**config.mk**
```make
export PLATFORM = sky130hd
export DESIGN_NAME = mutative_tag_ctrl
export DESIGN_NICKNAME = d
export VERILOG_FILES = /design/src/rtl/mutative_tag_ctrl.sv
export SDC_FILE = /design/constraint.sdc
export NUM_CORES = 1
export LEC_CHECK = 0
export ABC_AREA = 1
export ABC_CLOCK_PERIOD_IN_PS = 4520
export CAP_MARGIN = 10
export CORE_UTILIZATION = 41
export CTS_BUF_LIST = sky130_fd_sc_hd__clkbuf_4 sky130_fd_sc_hd__clkbuf_8 sky130_fd_sc_hd__clkbuf_16
export DETAILED_ROUTE_END_ITERATION = 16
export HOLD_SLACK_MARGIN = 0.03
export PLACE_DENSITY = 0.86
export SYNTH_ARGS = -nofsm -noshare
export SYNTH_HDL_FRONTEND = slang
export SYNTH_SLANG_ARGS = --single-unit
```
**constraint.sdc**
```tcl
create_clock -name clk -period 4.52 [get_ports clk]
set_clock_uncertainty 0.1 [all_clocks]
set_input_delay 1.356 -clock clk [delete_from_list [all_inputs] [get_ports clk]]
set_output_delay 1.356 -clock clk [all_outputs]
set_load 0.01 [all_outputs]
```
**src/rtl/mutative_tag_ctrl.sv**
```systemverilog
// Port controller for the mutative-cache tag SRAM: round-robin lookup/update
// arbitration, full-array init sweep after reset and flush, registered read return.
module mutative_tag_ctrl #(
   parameter int unsigned ADDR_WIDTH = 7,
   parameter int unsigned DATA_WIDTH = 21,
   parameter logic [DATA_WIDTH-1:0] INIT_VALUE = {DATA_WIDTH{1'b0}}
) (
   input  logic                  clk,
   input  logic                  rst_n,
   input  logic                  lk_req,
   input  logic [ADDR_WIDTH-1:0] lk_addr,
   output logic                  lk_gnt,
   output logic                  lk_rvalid,
   output logic [DATA_WIDTH-1:0] lk_rdata,
   input  logic                  up_req,
   input  logic [ADDR_WIDTH-1:0] up_addr,
   input  logic [DATA_WIDTH-1:0] up_wdata,
   output logic                  up_gnt,
   input  logic                  flush_req,
   output logic                  busy,
   output logic                  sram_csb,
   output logic                  sram_web,
   output logic [ADDR_WIDTH-1:0] sram_addr,
   output logic [DATA_WIDTH-1:0] sram_din,
   input  logic [DATA_WIDTH-1:0] sram_dout
);
   typedef enum logic [1:0] {
      ST_START = 2'd0,
      ST_INIT  = 2'd1,
      ST_RUN   = 2'd2
   } state_t;

   localparam logic [ADDR_WIDTH-1:0] CNT_LAST = {ADDR_WIDTH{1'b1}};

   state_t                state_r;
   state_t                state_s;
   logic [ADDR_WIDTH-1:0] cnt_r;
   logic [ADDR_WIDTH-1:0] addr_hold_r;
   logic [ADDR_WIDTH-1:0] addr_s;
   logic [DATA_WIDTH-1:0] din_hold_r;
   logic [DATA_WIDTH-1:0] din_s;
   logic [DATA_WIDTH-1:0] lk_rdata_r;
   logic                  last_up_r;
   logic                  rd_pend_r;
   logic                  lk_rvalid_r;
   logic                  lk_gnt_s;
   logic                  up_gnt_s;
   logic                  csb_s;
   logic                  web_s;

   // State register
   always_ff @(posedge clk or negedge rst_n) begin
      if (!rst_n) begin
         state_r <= ST_START;
      end else begin
         state_r <= state_s;
      end
   end

   // Next-state logic
   always_comb begin
      state_s = state_r;
      case (state_r)
         ST_START: state_s = ST_INIT;
         ST_INIT: begin
            if (cnt_r == CNT_LAST) state_s = ST_RUN;
            else                   state_s = ST_INIT;
         end
         ST_RUN: begin
            if (flush_req) state_s = ST_INIT;
            else           state_s = ST_RUN;
         end
         default: state_s = ST_START;
      endcase
   end

   // Output logic: grants and SRAM command; idle cycles keep the last address/data on the bus
   always_comb begin
      lk_gnt_s = 1'b0;
      up_gnt_s = 1'b0;
      csb_s    = 1'b1;
      web_s    = 1'b1;
      addr_s   = addr_hold_r;
      din_s    = din_hold_r;
      case (state_r)
         ST_INIT: begin
            csb_s  = 1'b0;
            web_s  = 1'b0;
            addr_s = cnt_r;
            din_s  = INIT_VALUE;
         end
         ST_RUN: begin
            if (lk_req && (!up_req || last_up_r)) begin
               lk_gnt_s = 1'b1;
               csb_s    = 1'b0;
               addr_s   = lk_addr;
            end else if (up_req) begin
               up_gnt_s = 1'b1;
               csb_s    = 1'b0;
               web_s    = 1'b0;
               addr_s   = up_addr;
               din_s    = up_wdata;
            end else begin
               csb_s  = 1'b1;
               web_s  = 1'b1;
               addr_s = addr_hold_r;
               din_s  = din_hold_r;
            end
         end
         default: begin
            csb_s  = 1'b1;
            web_s  = 1'b1;
            addr_s = addr_hold_r;
            din_s  = din_hold_r;
         end
      endcase
   end

   // Sweep counter, round-robin pointer and SRAM bus hold registers
   always_ff @(posedge clk or negedge rst_n) begin
      if (!rst_n) begin
         cnt_r       <= {ADDR_WIDTH{1'b0}};
         last_up_r   <= 1'b1;
         addr_hold_r <= {ADDR_WIDTH{1'b0}};
         din_hold_r  <= {DATA_WIDTH{1'b0}};
      end else begin
         if (state_r == ST_INIT) cnt_r <= cnt_r + 1'b1;
         else                    cnt_r <= {ADDR_WIDTH{1'b0}};
         if (lk_gnt_s)      last_up_r <= 1'b0;
         else if (up_gnt_s) last_up_r <= 1'b1;
         else               last_up_r <= last_up_r;
         addr_hold_r <= addr_s;
         din_hold_r  <= din_s;
      end
   end

   // Read return: SRAM dout is only valid around the edge after the access, so capture it there
   always_ff @(posedge clk or negedge rst_n) begin
      if (!rst_n) begin
         rd_pend_r   <= 1'b0;
         lk_rvalid_r <= 1'b0;
         lk_rdata_r  <= {DATA_WIDTH{1'b0}};
      end else begin
         rd_pend_r   <= lk_gnt_s;
         lk_rvalid_r <= rd_pend_r;
         if (rd_pend_r) lk_rdata_r <= sram_dout;
         else           lk_rdata_r <= lk_rdata_r;
      end
   end

   assign lk_gnt    = lk_gnt_s;
   assign up_gnt    = up_gnt_s;
   assign lk_rvalid = lk_rvalid_r;
   assign lk_rdata  = lk_rdata_r;
   assign busy      = (state_r != ST_RUN);
   assign sram_csb  = csb_s;
   assign sram_web  = web_s;
   assign sram_addr = addr_s;
   assign sram_din  = din_s;

endmodule

```
* Word level (Yosys, flattened, before mapping)
Index checks and enable logic that the tools add are counted.
** Storage, ports and cells
- Bits in registers :: 61
- Input bits :: 61
- Output and inout bits :: 55
- Word-level logic and storage cells :: 40
** Cells by class
- $add $sub $neg :: 1
- Equality and inequality tests :: 4
- Muxes and demuxes :: 22
- Reduce and logical (&&, ||, !) cells :: 5
** Operator list (count)
- 21-bit 2-to-1 mux :: 2
- 21-bit case mux with 2 select lines :: 1
- 7-bit 2-to-1 mux :: 3
- 7-bit case mux with 2 select lines :: 1
- 1-bit 2-to-1 mux :: 10
- 7-bit by 1-bit adder with 7-bit output, second input constant :: 1
- 7-bit == test, second input constant :: 1
- 2-bit case mux with 3 select lines :: 1
- 2-bit 2-to-1 mux :: 2
- 1-bit case mux with 2 select lines :: 2
- 2-bit by 1-bit == test with 1-bit output, second input constant :: 1
- 2-bit == test, second input constant :: 1
- 2-bit logical NOT :: 1
- 2-bit != test, second input constant :: 1
- 2-bit nonzero test :: 1
- 1-bit logical AND :: 1
- 1-bit logical NOT :: 1
- 1-bit logical OR :: 1

* Longest topological paths before layout
- Depth after elaboration :: 7
- Mapped depth :: 9
- Gate-level depth less buffers :: 8

* Worst setup path after synthesis
No wires, ideal clock.
- Path type :: input to output
- From :: input up_req
- To :: output sram_din[0]
- Data arrival time :: 2102 ps
- Data required time :: 3064 ps
- Path slack :: 962 ps
- Stages on the path :: 9
- Path buffers :: 2
- Path through :: buf_6 -> nand2_8 -> nand2_8 -> inv_2 -> nand2_4 -> nand3_4 -> buf_6 -> nand2_1 -> nand2_1
** Between the ends
- Word-level cells in the longest chain between the ends :: 5
- Elaborated cells between the ends (all ways) :: 6
- Those cells by class :: 3 x mux; 3 x reduce/logical
** Ends and longest elaborated chain
- start: declaration :: line 15 : input logic up_req,
- 1-bit logical NOT :: line 93 : if (lk_req && (!up_req || last_up_r)) begin
- 1-bit logical OR :: line 93
- 1-bit logical AND :: line 93
- 21-bit 2-to-1 mux (*) :: line 93
- 21-bit case mux with 2 select lines (*) :: line 85 : case (state_r)
- end: declaration :: line 24 : output logic [DATA_WIDTH-1:0] sram_din,
Mark *: on every way between the ends. The rest lies on a longest branch, timed or not.

* Final worst setup path
- From :: input up_req
- To :: output lk_gnt
** Between the ends
- Word-level cells in the longest chain between the ends :: 5
** Ends and longest elaborated chain
- 1-bit logical NOT :: line 93
- 1-bit logical OR :: line 93
- 1-bit logical AND :: line 93
- 1-bit 2-to-1 mux :: line 93
- 1-bit 2-to-1 mux :: line 85
- end: declaration :: line 12 : output logic lk_gnt,
No other way between the ends.

==> reports/results.txt <==
The maximum buffer depth of the clock tree was 2; the headroom to the max-slew limit was 43.8%. After Yosys synthesis, XOR and XNOR cells account for 0.643% of the synthesized area. Summing all multi-input logic gate instances after layout gives 1040 um^2. Of all cell types, the one taking the most synthesized area is dfrtp_1. Counting I/O delays and the setup requirement, the final critical path takes 4.45 ns. The flow ran to the end, and the final reports show no timing, DRC or antenna violations. The first routing iteration left 72 violations. The final routed wirelength across all metal layers is 6330 um. The slowest stage of the critical path belongs to the cell clkdlybuf4s50_1. CTS saw 61 sinks. The number of max-cap violations came out at 0.

TritonCTS built the clock tree. After clock tree synthesis, the clock-pin slew on the worst setup and hold paths is 0.06 ns. The tightest min-delay check is of the reg -> reg type. Post-synthesis compound-gate area fraction: 1.75%.

The total overflow left after global routing is 0. For this run, design rule violations remaining after detail routing come to 0. At the pin with the least slew margin, the transition time is 0.843 ns. The run gives 0 as the hold violation total from the final report.

The number of setup buffers added after CTS is 0. In this run, synthesis inferred 0 flip-flops with an integrated enable. The number of antenna violations at the first check in global routing was 0; the final-stage net count was 476. The effective utilization at floorplan was 42.6%.

The total power per unit cell area was 264 nW/um^2; the worst hold slack after final layout was 0.362 ns. Summing over every cut layer, the via total after detailed routing is 2286. Traced cell by cell, the critical path runs through clkdlybuf4s50_1 > buf_12 > nand2_8 > nand2_8 > inv_2 > nand2_4 > buf_4 > inv_1 > clkdlybuf4s50_1. The number of buffers added to fix hold violations after cts came out at 0. The top cell type's share of synthesized area was 55.1%; the count of antenna-violating nets left after detailed routing was 0.

In the final layout, the share of cells above drive strength 1 is 14.1%. Summing the areas of all fa, ha and maj instances in the mapped netlist gives 2.30% of the synthesized area. Static timing analysis puts the maximum clock frequency at 225 MHz. Buffers placed on the I/O ports in this run total 115. The worst setup path is captured at a primary output. CTS built an H-tree with a depth of 3. The number of inserted diodes is 0, and the instance count after placement with tap cells included is 475. Global routing used 19.0% of the available tracks across all layers. In this run the core area contains 29 standard-cell rows.

The post-layout instance count excluding filler cells is 489. In this run the worst path has a maximum fanout of 10. Summed over all nets, the half-perimeter wirelength after detailed placement is 4570 um.

Together, buffers and inverters on the worst path number 6. Dividing the final minimum period by the clock period gives 98.4%. The total power consumption of the routed design was 1.10 mW; the total area of sequential cells was 1530 um^2. The leading register cell type out of synthesis is dfrtp_1.

The run gives 3.06 ns as the worst path required time. Using the TritonRoute via totals, the vias-per-cell ratio works out to 4.67. The post-synthesis to final-layout area growth was 52.5%. The share of cell area taken by muxes after synthesis works out to 8.69%. The count of final max-slew check failures is 0. The synthesized netlist devotes 24.4% of its cell area to simple gates. Yosys instantiated no cell more often than nand2_1.

The synthesized flop and latch total is 61, and the routability congestion estimate from global placement is 0.882. The overall die height works out to 83.5 um. For the number of top-level pins, the log shows 116. The cell family contributing the most delay on the critical path is buffers and inverters. Counting instances in the post-synthesis netlist gives the leading cell types as nand2_1 (119), dfrtp_1 (60), mux2_2 (21), inv_1 (19), nand3_1 (19). The global-route wire length before repair was 10600 um. The run gives 158 uV as the peak ir drop on the vdd network. The tools report the synthesized net count as 349.

In this run the static leakage power is 2.28 nW. Synthesis produced a netlist whose cell count is 283. In this design, the stage delay of the slowest critical-path cell is 0.55 ns. The core area was 6390 um^2; the largest net degree at the start of global routing was 42.

Yosys mapped the design onto 23 distinct sky130hd cell types. The mapped netlist covers 2720 um^2. Data arrives at the worst endpoint at 2.99 ns. The clock latency of the later-clocked register in the worst-skew pair was 0.32 ns; the routed length per placed instance was 12.9 um. The combinational family with the most area after synthesis was simple AND/OR/NAND/NOR gates.

Setup repair after global routing could not meet its margin everywhere. The Yosys step of the flow raised 0 warnings. Sorting the synthesized cells by area gives the leading types as dfrtp_1 (55%), nand2_1 (16%), mux2_2 (8.7%), nand3_1 (3.5%), inv_1 (2.6%). The kind of start point of the critical path is a primary input. In this run the clock root is driven by a clkbuf_8. The area enclosed by the die boundary was 6970 um^2; the average size of a mapped cell was 9.62 um^2.

From left edge to right edge, the die measures 83.5 um. The total setup violations reported at the end of the flow is 0. In this run, CTS created clock tree buffers numbering 9. The filler cells instantiated in the layout total 537. The via count of the first global-routing pass was 2305.

For this run, the detailed router's first-pass iteration total came to 4. The share of flip-flops with an asynchronous set or reset was 100%. The proportion of synthesized chip area in sequential cells is 56.1%.

The critical path class is in -> out.
-- tightest hold or removal path, delay by kind of cell (launching register included) --
family / cells / cell delay [ns]
and+or+nand+nor: 2 / 0.11
DFF: 1 / 0.32
-- cell families (layout without fill, tap and decap cells) --
logic type	count (synthesis)	after routing
adder cells (fa/ha/maj)	5	5
AO/OA/AOI/OAI	9	9
flip-flops	61	61
AND/OR/NAND/NOR	153	154
buffers and inverters	32	160
XOR/XNOR	2	2
multiplexers	21	21
-- worst paths after layout --
path | from | endpoint | slack (ns) | cells past startpoint
max | up_req | lk_gnt | 0.07 | 9
max reg2reg | state_r[0]$_DFF_PN0_ | din_hold_r[12]$_DFF_PN0_ | 2.57 | 7
max in group asynchronous | rst_n | last_up_r$_DFFE_PN1P_ | 2.55 | 2
min | din_hold_r[14]$_DFF_PN0_ | din_hold_r[14]$_DFF_PN0_ | 0.36 | 2
min reg2reg | din_hold_r[14]$_DFF_PN0_ | din_hold_r[14]$_DFF_PN0_ | 0.36 | 2
min in group asynchronous | rst_n | din_hold_r[3]$_DFF_PN0_ | 0.88 | 1
-- through the flow --
stage          TNS [ns]  setup WS [ns]  area (um^2)  util (%)
4_1_cts               0         0.0173         4140      64.8
6_report              0         0.0718         4150      65.0
3_5_place_dp      -3.41         -0.152         3990      62.4
2_1_floorplan         0          0.962         2720         -
3_3_place_gp      -2.83         -0.121         3990      62.4
5_1_grt         -0.0141       -0.00773         4150      65.0
-- final cells by class --
class	instances	area share, %
sequential	61	36.8
timing repair buffer	126	29.4
clock buffer	11	3.65
inverter	21	1.90
multi-input combinational	191	25.1
tap	77	2.32
clock inverter	2	0.844
-- placed cells by master, fill, tap and decap left out, drive strengths merged, types with 3 or more instances in the layout --
cell             n
dfrtp           60
mux2            21
buf             12
o21ai            3
inv             21
nand3           21
clkbuf          11
a21oi            5
ha               5
clkdlybuf4s50   84
nor2             8
nand2          123
dlygate4sd2     29
-- flip-flops by register name, summed over array words and instances (netlist names) --
| signal | count |
|---|---|
| cnt_r | 7 |
| addr_hold_r | 7 |
| lk_rdata | 21 |
| lk_rvalid | 1 |
| rd_pend_r | 1 |
| din_hold_r | 21 |
| last_up_r | 1 |
| state_r | 2 |
-- power by group --
| group | switching (mW) | total [mW] | leakage, nW | internal [mW] |
|---|---|---|---|---|
| Combinational | 0.0283 | 0.0820 | 1.38 | 0.0536 |
| Clock | 0.192 | 0.467 | 0.0971 | 0.275 |
| Sequential | 0 | 0.546 | 0.800 | 0.546 |
| Total | 0.221 | 1.10 | 2.28 | 0.874 |
-- layer usage --
layer  wire length, um  global-route usage [%]
met4                54                    6.47
met3               345                    4.35
met5                 0                       0
met1              2750                    24.4
met2              3170                    31.7
-- what timing repair did --
action	4_1_cts	5_1_grt
gates resized for setup	30	1
endpoints found under the setup margin	28	6
cloned	0	1
No activity file was read; power rests on OpenSTA's default activity.
